**src/rtl/encode.sv**
```systemverilog
// encode: Kyber ByteEncode_l packer.
// Packs 256 coefficients of l bits each into a little-endian bit stream
// and presents that stream as 64-bit words. Byte 0 of a word is carried in
// o_bytes[63:56]. The coefficient width l is latched when a polynomial starts.
module encode #(
    parameter int unsigned N_COEFFS = 256
) (
    input  logic        i_clk,
    input  logic        i_rstn,
    input  logic        i_start,
    input  logic [3:0]  i_l,
    input  logic [11:0] i_coeffs,
    input  logic        i_coeffs_valid,
    output logic        o_coeffs_ready,
    output logic [63:0] o_bytes,
    output logic        o_bytes_valid,
    input  logic        i_bytes_ready,
    output logic        o_done
);

    localparam logic [1:0] S_IDLE = 2'd0;
    localparam logic [1:0] S_PACK = 2'd1;
    localparam logic [1:0] S_DONE = 2'd2;

    localparam int unsigned ACC_W    = 76;
    localparam logic [8:0]  CNT_MAX  = 9'(N_COEFFS);
    localparam logic [6:0]  WORD_BITS = 7'd64;

    logic [1:0]       state_q, state_d;
    logic [ACC_W-1:0] acc_q,   acc_d;
    logic [6:0]       fill_q,  fill_d;
    logic [8:0]       cnt_q,   cnt_d;
    logic [3:0]       l_q,     l_d;

    logic             accept;
    logic             emit;
    logic [11:0]      coeff_masked;

    // Only the widths used by Kyber are accepted; anything else leaves the block idle.
    function automatic logic legal_l(input logic [3:0] l);
        return (l == 4'd1) || (l == 4'd4) || (l == 4'd5) ||
               (l == 4'd10) || (l == 4'd11) || (l == 4'd12);
    endfunction

    // Low-l-bits mask for the incoming coefficient.
    function automatic logic [11:0] coeff_mask(input logic [3:0] l);
        logic [11:0] m;
        m = '0;
        for (int unsigned i = 0; i < 12; i++) begin
            if (i < 32'(l)) begin
                m[i] = 1'b1;
            end
        end
        return m;
    endfunction

    // Handshake qualifiers and output views of the registered state.
    always_comb begin
        o_coeffs_ready = (state_q == S_PACK) && (fill_q < WORD_BITS) && (cnt_q < CNT_MAX);
        o_bytes_valid  = (state_q == S_PACK) && (fill_q >= WORD_BITS);
        o_done         = (state_q == S_DONE);
        accept         = o_coeffs_ready && i_coeffs_valid;
        emit           = o_bytes_valid && i_bytes_ready;
        coeff_masked   = i_coeffs & coeff_mask(l_q);
    end

    // Byte swap: oldest stream byte (acc[7:0]) goes to the top of the word.
    always_comb begin
        o_bytes = '0;
        for (int unsigned b = 0; b < 8; b++) begin
            o_bytes[8*(7-b) +: 8] = acc_q[8*b +: 8];
        end
    end

    // Next-state logic: start latching, coefficient accumulation, word emission.
    always_comb begin
        state_d = state_q;
        acc_d   = acc_q;
        fill_d  = fill_q;
        cnt_d   = cnt_q;
        l_d     = l_q;
        case (state_q)
            S_IDLE: begin
                if (i_start && legal_l(i_l)) begin
                    l_d     = i_l;
                    acc_d   = '0;
                    fill_d  = '0;
                    cnt_d   = '0;
                    state_d = S_PACK;
                end
            end
            S_PACK: begin
                // accept needs fill < 64 and emit needs fill >= 64, so at most one fires.
                if (accept) begin
                    acc_d  = acc_q | ({64'd0, coeff_masked} << fill_q);
                    fill_d = fill_q + {3'd0, l_q};
                    cnt_d  = cnt_q + 9'd1;
                end else if (emit) begin
                    acc_d  = acc_q >> 64;
                    fill_d = fill_q - WORD_BITS;
                    // 256*l is a multiple of 64, so the final word leaves the accumulator empty.
                    if ((cnt_q == CNT_MAX) && (fill_q == WORD_BITS)) begin
                        state_d = S_DONE;
                    end
                end
            end
            S_DONE: begin
                state_d = S_IDLE;
            end
            default: begin
                state_d = S_IDLE;
            end
        endcase
    end

    // State registers with asynchronous active-low reset.
    always_ff @(posedge i_clk or negedge i_rstn) begin
        if (!i_rstn) begin
            state_q <= S_IDLE;
            acc_q   <= '0;
            fill_q  <= '0;
            cnt_q   <= '0;
            l_q     <= '0;
        end else begin
            state_q <= state_d;
            acc_q   <= acc_d;
            fill_q  <= fill_d;
            cnt_q   <= cnt_d;
            l_q     <= l_d;
        end
    end

endmodule

```
**config.mk**
```make
export PLATFORM = sky130hd
export DESIGN_NAME = encode
export DESIGN_NICKNAME = d
export VERILOG_FILES = /design/src/rtl/encode.sv
export SDC_FILE = /design/constraint.sdc
export NUM_CORES = 1
export LEC_CHECK = 0
export BUFFER_PORTS_ARGS = -buffer_cell sky130_fd_sc_hd__clkbuf_2
export CORE_MARGIN = 2
export CORE_UTILIZATION = 52
export CTS_BUF_LIST = sky130_fd_sc_hd__clkbuf_16
export DETAILED_ROUTE_END_ITERATION = 16
export GPL_TIMING_DRIVEN = 0
export PLACE_DENSITY = 0.87
export SLEW_MARGIN = 10
export SYNTH_ARGS = -nofsm -noshare
export SYNTH_HDL_FRONTEND = slang
export SYNTH_SLANG_ARGS = --single-unit
```
**constraint.sdc**
```tcl
create_clock -name i_clk -period 2.1 [get_ports i_clk]
set_input_delay 0.42 -clock i_clk [delete_from_list [all_inputs] [get_ports i_clk]]
set_output_delay 0.42 -clock i_clk [all_outputs]
set_load 0.02 [all_outputs]
```
==> metrics <==
outcome=complete, but fails checks; violated checks=setup timing; gpl congestion=1.02; EDFF count, synth=0; CTS tree=built; Int Pwr=0.00753 W; Sw Share=45.8%; Root Driver=clkbuf_16; post-synthesis async set-or-reset flop share=100%; Rel. slew slack=45.8%; DRT iter0 DRCs=629; Gate power share=65.2%; number of fill cells=743; Startpoint Class=register; multi-input logic area=0.00325 mm²; WL final=20.4 mm; via/cell ratio=6.40; CP Max Fanout=5; min-delay worst type=in2async; yosys warns=0; final-stage net count=796; # rows=38; share of cells above drive strength 1=46.8%; Fmax=428 MHz; Post-DRT Antenna Nets=0; RR Startpoint=l_q[3]$_DFFE_PN0P_; Seq pwr share=22.4%; diode count=0; Num Clock Sinks=98; max_cap viols=0; RSZ-0062 raised after global routing=yes; CP arrival=2.56 ns; Tot Pwr=0.0139 W; Pleak=3.69 nW; Num CTS Buffers=9; crit path max-delay cell type=nor4_1; DPL Wire Length=13.0 mm; synth unique cells=70; Post-CTS Hold Buffers=0; initial core utilization=53.5%; sequential share of the synthesized area=42.3%; Register Area=0.00245 mm²; largest net degree at the start of global routing=99; Pre-Repair DR Iteration Count=7; Overflow after GRT=0; Synth area leaders=dfrtp_1 42%, buf_4 9.1%, nand2_1 3.3%; CTS Buffer Depth=2; CTS H-tree depth=3; commonest non-fill, non-tap cells in the layout=105 x buf_4, 101 x clkbuf_2, 96 x dfrtp_1; die area=0.0120 mm²; endpoints failing setup=54; wire per inst=22.3 µm; utilization after layout=73.5%; Via Count=5839; synth-to-layout area growth=37.4%; Final Non-Filler Cells=913; Synth area leader=dfrtp_1; final hold violation count=0; data required time of the critical path=2.32 ns; Final min period=2.34 ns; slowest stage delay, CP=0.44 ns; post-placement cell count=840; delay-heaviest family, CP=simple AND/OR/NAND/NOR gates; worst slew pin tran=0.813 ns; Synth Instances=613; vias in the first global route=5628; clock insertion delay at the later pin of the skew report=0.35 ns; reg2reg path depth=8; worst setup margin=-0.237 ns; TNS Setup=-4.98 ns; fin crit share=111%; Synth top area share=42.3%; Global Route Usage Sum=34.1%; maximum vdd drop=1.07 mV; width of the chip=110 µm; Post-Syn Nets=641; Core ar.=0.0108 mm²; Clk network pwr share=12.4%; first-pass GRT wire length=30.6 mm; DIE HEIGHT=110 µm; syn avg cell area=9.46 µm²; Clk pin slew, worst setup/hold paths=0.07 ns; # IOs=88; DRC=0; Crit Path Category=reg2reg; switching power=0.00636 W; Max Slew Vio Count=0; most common cell after layout, fill and taps aside=buf_4; Worst Skew=0.00840 ns; initial antenna violation count=0; flop2flop setup slack=-0.24 ns; Critical Path End Type=register; CP Cell Sequence=buf_6, nor4_1, or3_1, buf_4, mux2i_1, mux2i_4, nor3_1, o41a_1; Buffers on Ports=87; Netlist Area Pre-Place=0.00580 mm²; Fin Hold WS=0.108 ns; register bit total from synthesis=98; reg2reg end=acc_q[10]$_DFFE_PN0P_; Power Density=1750 mW/mm²; sum of buffers and inverters on the critical path=2; top_reg_cell synth=dfrtp_1
## stage by stage
| step | cell area, µm² | setup WS, ns |
|---|---|---|
| 2_1_floorplan | 5810 | -0.0325 |
| 3_3_place_gp | 6420 | -0.911 |
| 5_1_grt | 7960 | -0.257 |
| 3_5_place_dp | 6430 | -0.939 |
| 4_1_cts | 7600 | -0.188 |
| 6_report | 7960 | -0.237 |
## metal layers
metal | track usage, % | wire length [µm] | part of all wire [%]
met5 | 0 | 0 | 0
met4 | 15.2 | 794 | 3.9
met3 | 5.93 | 1660 | 8.1
met2 | 57.0 | 10000 | 49
met1 | 43.4 | 7920 | 39
## flip-flops by register name, summed over array words and instances, names as in the netlist
name / flops
l_q: 4
fill_q: 7
cnt_q: 9
state_q: 2
acc_q: 76
## cell usage after synthesis, types with 4 or more instances
cell type  instances
a211oi_1           7
a21o_1             9
nand3_1            5
o21a_1             4
nor2b_1           11
a22oi_1           16
and3_1             4
ha_1               6
dfrtp_1           98
o22ai_1            6
nand3b_1           6
clkbuf_1          27
nand4_1            6
inv_1              8
nor4_1             9
a31oi_1            4
nand2_1           51
a21oi_1           23
or2_2              5
buf_4             70
o221ai_1          10
o21ai_0           37
a22o_1            19
nand2b_1           5
xor2_1             6
nor3_1            18
nor2_1            44
mux2i_1           18
mux2_2             6
a32o_1             4
## cells by family (layout without fill, tap and decap cells)
kind of cell	after synthesis	count (layout)	share of synthesized area, %
AOI/OAI and AO/OA	179	179	22.3
xor gates and xnor gates	6	6	0.907
adders and majority gates	7	7	1.64
buffers and inverters	116	276	12.4
DFF	98	98	42.3
muxes	25	25	4.66
and+or+nand+nor	182	182	15.8
## repair_timing
action / in CTS / in global routing
resized for setup: 120 / 76
buffers inserted: 45 / 14
cloned: 2 / 0
endpoints found under the setup margin: 88 / 82
pin swaps: 27 / 29
## power by group through the flow
stage / registers [W] / logic, W / clock network [W]
floorplan: 0.00290 / 0.00453 / 0
global placement: 0.00304 / 0.00616 / 0
detailed placement: 0.00307 / 0.00627 / 0
CTS: 0.00307 / 0.00805 / 0.00170
global route: 0.00318 / 0.00951 / 0.00178
finish: 0.00311 / 0.00906 / 0.00172
## layout make-up
type,instances,area share (%)
tap,140,2.20
clock inverter,7,0.959
timing repair buffer,148,12.4
buffer,101,9.38
multi-input combinational,399,40.8
clock buffer,9,2.83
sequential,98,30.8
inverter,11,0.550
## worst max path at each step
stage | start | endpoint | slack [ns] | cells past startpoint
global placement | l_q[1]$_DFFE_PN0P_ | acc_q[28]$_DFFE_PN0P_ | -0.91 | 7
detailed placement | l_q[1]$_DFFE_PN0P_ | acc_q[28]$_DFFE_PN0P_ | -0.94 | 7
global route | l_q[3]$_DFFE_PN0P_ | acc_q[10]$_DFFE_PN0P_ | -0.26 | 8
finish | l_q[3]$_DFFE_PN0P_ | acc_q[10]$_DFFE_PN0P_ | -0.24 | 8
CTS | fill_q[0]$_DFFE_PN0P_ | acc_q[39]$_DFFE_PN0P_ | -0.19 | 8
floorplan | fill_q[0]$_DFFE_PN0P_ | acc_q[40]$_DFFE_PN0P_ | -0.03 | 6
No activity file was read; power rests on OpenSTA's default activity.
